`src/rtl/prom_cmd_arbiter_pkg.sv`:
```
// Shared types for the PROM command arbiter: port indices, command/address widths,
// FSM state encoding and the two-port grant selection helper.
package prom_arb_pkg;

  localparam int CMD_W     = 4;
  localparam int ADDR_W    = 6;
  localparam int NUM_PORTS = 2;
  localparam int PORT_A    = 0;
  localparam int PORT_B    = 1;

  typedef logic [CMD_W-1:0]     cmd_t;
  typedef logic [ADDR_W-1:0]    addr_t;
  typedef logic [NUM_PORTS-1:0] grant_t;

  typedef struct packed {
    cmd_t  cmd;
    addr_t addr;
  } prom_cmd_t;

  typedef enum logic [2:0] {
    ST_IDLE      = 3'd0,
    ST_ISSUE     = 3'd1,
    ST_WAIT_BUSY = 3'd2,
    ST_WAIT_DONE = 3'd3,
    ST_ACK       = 3'd4,
    ST_TMO       = 3'd5
  } state_t;

  // Auto-load locks out port B; otherwise a tie goes to the port not served last.
  function automatic grant_t arb_pick(input logic a_req, input logic b_req,
                                      input logic al_ena, input logic last_b);
    grant_t g;
    g = '0;
    if (a_req && (al_ena || !b_req || last_b))
      g[PORT_A] = 1'b1;
    else if (b_req && !al_ena)
      g[PORT_B] = 1'b1;
    return g;
  endfunction

endpackage

```
`src/rtl/prom_cmd_arbiter_if.sv`:
```
// Request ports A/B plus the executor handshake; master is the arbiter's view,
// slave is the view of the surrounding requesters and executor.
interface prom_cmd_arbiter_if;
  import prom_arb_pkg::*;

  logic   AL_ENA;
  logic   A_REQ;
  cmd_t   A_CMD;
  addr_t  A_ADDR;
  logic   A_ACK;
  logic   B_REQ;
  cmd_t   B_CMD;
  addr_t  B_ADDR;
  logic   B_ACK;
  logic   EXECUTE;
  cmd_t   CMD;
  addr_t  ADDR;
  logic   BUSY;
  grant_t GRANT;
  logic   XFER_ERR;
  logic   TIMEOUT_ERR;
  logic   CLR_ERR;

  modport master (
    input  AL_ENA, A_REQ, A_CMD, A_ADDR, B_REQ, B_CMD, B_ADDR, BUSY, CLR_ERR,
    output A_ACK, B_ACK, EXECUTE, CMD, ADDR, GRANT, XFER_ERR, TIMEOUT_ERR
  );

  modport slave (
    output AL_ENA, A_REQ, A_CMD, A_ADDR, B_REQ, B_CMD, B_ADDR, BUSY, CLR_ERR,
    input  A_ACK, B_ACK, EXECUTE, CMD, ADDR, GRANT, XFER_ERR, TIMEOUT_ERR
  );

endinterface

```
`src/rtl/prom_cmd_arbiter_busy_watchdog.sv`:
```
// Saturating 16-bit wait counter; the hit flags mean "this counted cycle is the limit-th".
// Combinational compares on a registered count, so a hit is visible in the same cycle.
module busy_watchdog #(
  parameter logic [3:0]  START_WAIT = 4'd8,
  parameter logic [15:0] TMO_CYC    = 16'd50000
) (
  input  logic CLK,
  input  logic RST,
  input  logic clr,
  input  logic inc,
  output logic start_hit,
  output logic done_hit
);

  logic [15:0] cnt;
  logic [16:0] cnt_p1;

  always_ff @(posedge CLK) begin
    if (RST || clr)
      cnt <= '0;
    else if (inc && (cnt != 16'hFFFF))
      cnt <= cnt + 16'd1;
  end

  always_comb begin
    cnt_p1    = {1'b0, cnt} + 17'd1;
    start_hit = (cnt_p1 >= {13'd0, START_WAIT});
    done_hit  = (cnt_p1 >= {1'b0, TMO_CYC});
  end

endmodule

```
`src/rtl/prom_cmd_arbiter.sv`:
```
// Two-port arbiter feeding a single PROM command executor: GRANT one cycle after a winning
// request, EXECUTE one cycle later, ACK after BUSY falls or a watchdog timeout.
module prom_cmd_arbiter
  import prom_arb_pkg::*;
#(
  parameter logic [3:0]  START_WAIT = 4'd8,
  parameter logic [15:0] TMO_CYC    = 16'd50000
) (
  input logic               CLK,
  input logic               RST,
  prom_cmd_arbiter_if.master bus
);

  state_t    state;
  grant_t    grant;
  grant_t    pick;
  prom_cmd_t cmd_q;
  logic      execute;
  logic      a_ack;
  logic      b_ack;
  logic      xfer_err;
  logic      timeout_err;
  logic      last_b;
  logic      wd_clr;
  logic      wd_inc;
  logic      start_hit;
  logic      done_hit;

  always_comb begin
    pick   = arb_pick(bus.A_REQ, bus.B_REQ, bus.AL_ENA, last_b);
    // Counter restarts on entry to each wait state, including the Wait_Busy -> Wait_Done hop.
    wd_clr = (state == ST_IDLE) || (state == ST_ISSUE) ||
             ((state == ST_WAIT_BUSY) && bus.BUSY);
    wd_inc = ((state == ST_WAIT_BUSY) && !bus.BUSY) ||
             ((state == ST_WAIT_DONE) && bus.BUSY);
  end

  busy_watchdog #(
    .START_WAIT (START_WAIT),
    .TMO_CYC    (TMO_CYC)
  ) u_wd (
    .CLK       (CLK),
    .RST       (RST),
    .clr       (wd_clr),
    .inc       (wd_inc),
    .start_hit (start_hit),
    .done_hit  (done_hit)
  );

  always_ff @(posedge CLK) begin
    if (RST) begin
      state       <= ST_IDLE;
      grant       <= '0;
      cmd_q       <= '0;
      execute     <= 1'b0;
      a_ack       <= 1'b0;
      b_ack       <= 1'b0;
      xfer_err    <= 1'b0;
      timeout_err <= 1'b0;
      last_b      <= 1'b1;
    end else begin
      execute  <= 1'b0;
      a_ack    <= 1'b0;
      b_ack    <= 1'b0;
      xfer_err <= 1'b0;
      if (bus.CLR_ERR)
        timeout_err <= 1'b0;

      case (state)
        ST_IDLE: begin
          if (!bus.BUSY && (pick != '0)) begin
            grant  <= pick;
            last_b <= pick[PORT_B];
            if (pick[PORT_B]) begin
              cmd_q.cmd  <= bus.B_CMD;
              cmd_q.addr <= bus.B_ADDR;
            end else begin
              cmd_q.cmd  <= bus.A_CMD;
              cmd_q.addr <= bus.A_ADDR;
            end
            state <= ST_ISSUE;
          end
        end

        ST_ISSUE: begin
          execute <= 1'b1;
          state   <= ST_WAIT_BUSY;
        end

        ST_WAIT_BUSY: begin
          if (bus.BUSY) begin
            state <= ST_WAIT_DONE;
          end else if (start_hit) begin
            a_ack       <= grant[PORT_A];
            b_ack       <= grant[PORT_B];
            xfer_err    <= 1'b1;
            timeout_err <= 1'b1;
            state       <= ST_TMO;
          end
        end

        ST_WAIT_DONE: begin
          if (!bus.BUSY) begin
            a_ack <= grant[PORT_A];
            b_ack <= grant[PORT_B];
            state <= ST_ACK;
          end else if (done_hit) begin
            // Placed after the CLR_ERR handling so a coincident clear loses.
            a_ack       <= grant[PORT_A];
            b_ack       <= grant[PORT_B];
            xfer_err    <= 1'b1;
            timeout_err <= 1'b1;
            state       <= ST_TMO;
          end
        end

        ST_ACK, ST_TMO: begin
          grant <= '0;
          state <= ST_IDLE;
        end

        default: begin
          grant <= '0;
          state <= ST_IDLE;
        end
      endcase
    end
  end

  assign bus.GRANT       = grant;
  assign bus.EXECUTE     = execute;
  assign bus.CMD         = cmd_q.cmd;
  assign bus.ADDR        = cmd_q.addr;
  assign bus.A_ACK       = a_ack;
  assign bus.B_ACK       = b_ack;
  assign bus.XFER_ERR    = xfer_err;
  assign bus.TIMEOUT_ERR = timeout_err;

endmodule

```
`src/flat_wrapper.sv`:
```
// flat-port wrapper written by rule: the top's interface ports become plain ports
module prom_cmd_arbiter_flat import prom_arb_pkg::*;
#(
  parameter logic [3:0]  START_WAIT = 4'd8,
  parameter logic [15:0] TMO_CYC    = 16'd50000
)
  (CLK, RST, bus_AL_ENA, bus_A_REQ, bus_A_CMD, bus_A_ADDR, bus_B_REQ, bus_B_CMD, bus_B_ADDR, bus_BUSY, bus_CLR_ERR, bus_A_ACK, bus_B_ACK, bus_EXECUTE, bus_CMD, bus_ADDR, bus_GRANT, bus_XFER_ERR, bus_TIMEOUT_ERR);
  prom_cmd_arbiter_if bus_i ();
  input logic CLK;
  input logic RST;
  input wire logic [$bits(bus_i.AL_ENA)-1:0] bus_AL_ENA;
  input wire logic [$bits(bus_i.A_REQ)-1:0] bus_A_REQ;
  input wire logic [$bits(bus_i.A_CMD)-1:0] bus_A_CMD;
  input wire logic [$bits(bus_i.A_ADDR)-1:0] bus_A_ADDR;
  input wire logic [$bits(bus_i.B_REQ)-1:0] bus_B_REQ;
  input wire logic [$bits(bus_i.B_CMD)-1:0] bus_B_CMD;
  input wire logic [$bits(bus_i.B_ADDR)-1:0] bus_B_ADDR;
  input wire logic [$bits(bus_i.BUSY)-1:0] bus_BUSY;
  input wire logic [$bits(bus_i.CLR_ERR)-1:0] bus_CLR_ERR;
  output wire logic [$bits(bus_i.A_ACK)-1:0] bus_A_ACK;
  output wire logic [$bits(bus_i.B_ACK)-1:0] bus_B_ACK;
  output wire logic [$bits(bus_i.EXECUTE)-1:0] bus_EXECUTE;
  output wire logic [$bits(bus_i.CMD)-1:0] bus_CMD;
  output wire logic [$bits(bus_i.ADDR)-1:0] bus_ADDR;
  output wire logic [$bits(bus_i.GRANT)-1:0] bus_GRANT;
  output wire logic [$bits(bus_i.XFER_ERR)-1:0] bus_XFER_ERR;
  output wire logic [$bits(bus_i.TIMEOUT_ERR)-1:0] bus_TIMEOUT_ERR;
  assign bus_i.AL_ENA = bus_AL_ENA;
  assign bus_i.A_REQ = bus_A_REQ;
  assign bus_i.A_CMD = bus_A_CMD;
  assign bus_i.A_ADDR = bus_A_ADDR;
  assign bus_i.B_REQ = bus_B_REQ;
  assign bus_i.B_CMD = bus_B_CMD;
  assign bus_i.B_ADDR = bus_B_ADDR;
  assign bus_i.BUSY = bus_BUSY;
  assign bus_i.CLR_ERR = bus_CLR_ERR;
  assign bus_A_ACK = bus_i.A_ACK;
  assign bus_B_ACK = bus_i.B_ACK;
  assign bus_EXECUTE = bus_i.EXECUTE;
  assign bus_CMD = bus_i.CMD;
  assign bus_ADDR = bus_i.ADDR;
  assign bus_GRANT = bus_i.GRANT;
  assign bus_XFER_ERR = bus_i.XFER_ERR;
  assign bus_TIMEOUT_ERR = bus_i.TIMEOUT_ERR;
  prom_cmd_arbiter #(.START_WAIT(START_WAIT), .TMO_CYC(TMO_CYC)) u_core (.CLK(CLK), .RST(RST), .bus(bus_i));
endmodule
```
`config.mk`:
```
export PLATFORM = sky130hd
export DESIGN_NAME = prom_cmd_arbiter_flat
export DESIGN_NICKNAME = d
export VERILOG_FILES = /design/src/rtl/prom_cmd_arbiter_pkg.sv /design/src/rtl/prom_cmd_arbiter_if.sv /design/src/rtl/prom_cmd_arbiter_busy_watchdog.sv /design/src/rtl/prom_cmd_arbiter.sv /design/src/flat_wrapper.sv
export SDC_FILE = /design/constraint.sdc
export NUM_CORES = 1
export LEC_CHECK = 0
export ABC_AREA = 1
export BUFFER_PORTS_ARGS = -buffer_cell sky130_fd_sc_hd__buf_2
export CAP_MARGIN = 20
export CORE_AREA = 4 4 91 93
export DETAILED_ROUTE_END_ITERATION = 8
export DIE_AREA = 0 0 95 97
export PLACE_DENSITY_LB_ADDON = 0.1
export SYNTH_ARGS = -nofsm -noshare
export SYNTH_HDL_FRONTEND = slang
export SYNTH_HIERARCHICAL = 1
export SYNTH_SLANG_ARGS = --single-unit
```
`constraint.sdc`:
```
create_clock -name CLK -period 2.4 [get_ports CLK]
set_clock_uncertainty 0.2 [all_clocks]
set_input_delay 0.48 -clock CLK [delete_from_list [all_inputs] [get_ports CLK]]
set_output_delay 0.48 -clock CLK [all_outputs]
set_load 0.01 [all_outputs]
```
==> results.md <==
* Outcome: complete, no violations
* Vias in the first global route at 2089
* Slowest stage cell, crit path: dfxtp_2
* All-layer global routing usage at between 10% and 20%
* Largest net degree at the start of global routing at 20
* Clk slew on worst S/H paths at 70 ps
* Worst skew pair latency at between 200 and 300 ps
* Max clock buf depth at 2
* Number of port buffers at 43
* Main area contributors after synthesis: dfxtp_1, nand2_1, nor2_1, inv_1, o21ai_0
* Cell variety after synth at 33
* Post-Synthesis Cells at 357
* Reg2reg start: u_core/u_wd/cnt[0]$_SDFFE_PP0P_
* Post-Route WL at 5.51 mm
* Post-synth EDFFs at 0
* Die width at 95 microns
* Nets at 442
* Wire per inst at 10.7 microns
* Arrival @ worst endpoint at 2140 ps
* Synth Register Bits at 37
* Mapped Nets at 386
* H-tree levels at 2
* Placeable Area at approximately 7500 sq um
* Top cell by count, worst path: nand2_1
* Vias per inst at 4.37
* Slew HR at between 60% and 70%
* Combinational power share at 23.2%
* Slew Viols, Final at 0
* Hold crit path type: input pin to flip-flop
* Layout area overhead at 21.9%
* Synthesized area per cell at 6.21 sq um
* Worst Tran Pin Value at 490 ps
* Hold Path Origin: bus_CLR_ERR
* Synth Cell Area at 2220 sq um
* Detail Route Antenna Nets at 0
* Routability cong. at 0.808
* Residual DRC count at 0
* Max_cap viols at 0
* Placed cell area at about 2600 sq um
* Clk pwr share at 30.4%
* VDD IR-drop max at roughly 250 uV
* Commonest cells post-synth: nand2_1, nor2_1, inv_1
* Pre-antenna DRT Iters at 4
* Share of cells above drive strength 1 at ~22%
* Sequential share of the synthesized area at 33.4%
* Final Cell Area at roughly 2700 sq um
* Post-layout min period at about 2200 ps
* Power density over cell area at 548 nW/um^2
* Sw Ratio at a little under a third
* Hold Vio Cnt, Final at 0
* Final period utilization at 90.3%
* CP Max Fanout at 5
* DR vias at roughly 2300
* Endpoint, Worst Hold: u_core/bus.TIMEOUT_ERR$_SDFF_PP0_
* Cts hold-fix bufs at 0
* Initial antenna violation count at 0
* Async SR Flop Fraction at 0%
* Global-route wire length before repair at 9.47 mm
* DIE AREA at 9220 sq um
* Final setup fails at 0
* Yosys warns at 6
* Most used DFF post-synth: dfxtp_1
* Site Rows at 32
* Critical Path End Type: flip-flop
* CTS buffer count at 5
* R2R Path End: u_core/bus.A_ACK$_SDFF_PP0_
* Cells along the critical path: ha_2, nand3_2, nor2_4, nand2_1, xor2_1, nand3_1, o21ai_0, nand2_1, o21ai_1, a21oi_1
* CTS Root Cell: clkbuf_8
* Hold path cells at 3
* Worst setup path start: u_core/u_wd/cnt[0]$_SDFFE_PP0P_
* Pint at between 1 and 1.5 mW
* Pwr Total at ~1.5 mW
* Net Switching at around 460 uW
* Grt ovf at 0
* Count leader, synth: nand2_1
* Setup TNS at 0 ps
* WS Path Type: flip-flop to flip-flop
* R2r setup slk at 230 ps
* RSZ-0062 raised after global routing: false
* Diodes inserted at 0
* Post-synth top area cell: dfxtp_1
* Worst r2r path cells at 10
* Hold Slack at 234 ps
* Startpoint types: flip-flop
* Critical Path RT at 2380 ps
* Drt initial violations at approximately 90
* CTS tree: yes
* Leakage at 1.35 nW
* Die Ht at 97 microns
* Fmax at 462 MHz
* Initial Util at ~29%
* Detailed placement HPWL at 4.21 mm
* Post-synth top area share at 33.4%
* Slowest stage delay, CP at between 300 and 400 ps
* Clock Sinks at 37
* Ports at 44
* Sequential fraction of design power at 46.4%
## state kept, by name, summed over array words and instances (netlist names)
register,count
u_core/bus.GRANT,2
u_core/bus.A_ACK,1
u_core/bus.EXECUTE,1
u_core/bus.B_ACK,1
u_core/state,3
u_core/last_b,1
u_core/u_wd/cnt,16
u_core/bus.TIMEOUT_ERR,1
u_core/bus.XFER_ERR,1
u_core/bus.ADDR,6
u_core/bus.CMD,4
## critical path: cells and delay by family (launching register included)
| kind | cells | cell delay (ps) |
|---|---|---|
| AND/OR/NAND/NOR | 5 | 570 |
| XOR/XNOR | 1 | 220 |
| adder cells (fa/ha/maj) | 1 | 220 |
| AO/OA/AOI/OAI | 3 | 490 |
| flip-flops | 1 | 380 |
## worst max path at each step
stage	end	slack [ps]	cells past startpoint
floorplan	u_core/bus.A_ACK$_SDFF_PP0_	280	10
global placement	u_core/bus.B_ACK$_SDFF_PP0_	140	10
detailed placement	u_core/bus.A_ACK$_SDFF_PP0_	70	13
CTS	u_core/bus.A_ACK$_SDFF_PP0_	70	13
global route	u_core/state[1]$_SDFFE_PP0P_	3	16
finish	u_core/bus.A_ACK$_SDFF_PP0_	230	10
## what timing repair did
action                     4_1_cts  5_1_grt
setup buffers                    0        0
setup endpoints to repair        0        7
resized for setup                0       11
## kinds of logic (layout without fill, tap and decap cells)
family                     after synthesis  after routing  share of synthesized area [%]
xor gates and xnor gates                 4              4                           1.58
buffers and inverters                   53            109                           10.6
and+or+nand+nor                        216            216                           42.1
adders and majority gates                2              2                           1.13
AOI/OAI and AO/OA                       45             45                           11.2
DFF                                     37             37                           33.4
## routing by layer
layer  global-route usage, %  part of all wire (%)
met2                    19.7                    46
met1                    17.1                    48
met3                    3.58                   4.8
met5                       0                     0
met4                    4.00                   1.5
## power groups by stage
stage	clock, mW	sequential (mW)	combinational, mW
after global routing	0.507	0.693	0.399
after global placement	0	0.701	0.351
after detailed placement	0	0.700	0.350
final	0.450	0.687	0.343
after CTS	0.476	0.686	0.352
after floorplan	0	0.712	0.234
## through the flow
stage	setup WS, ps	instances	util, %
after floorplan	278	357	-
after global placement	145	508	34.4
after detailed placement	68.1	508	34.4
after CTS	67.0	515	35.6
after global routing	2.96	515	35.9
final	233	515	35.9
## cells in the final DEF (no fill, tap or decap), types with 6 or more instances in the layout
master      n
nand2_1   117
nor2_1     56
inv_1      44
buf_2      43
dfxtp_1    33
o21ai_0    22
nand3_1    15
a21oi_1    14
buf_4      12
clkbuf_8    6
## area by class of cell
| class | instances | area (sq um) |
|---|---|---|
| Timing Repair Buffer | 55 | 305 |
| Inverter | 47 | 179 |
| Clock buffer | 7 | 86.3 |
| Tap cell | 102 | 128 |
| Sequential cell | 37 | 746 |
| Multi-Input combinational cell | 267 | 1260 |
| Fill cell | 871 | 4830 |
Note: power is estimated with default switching activity, not from simulation.
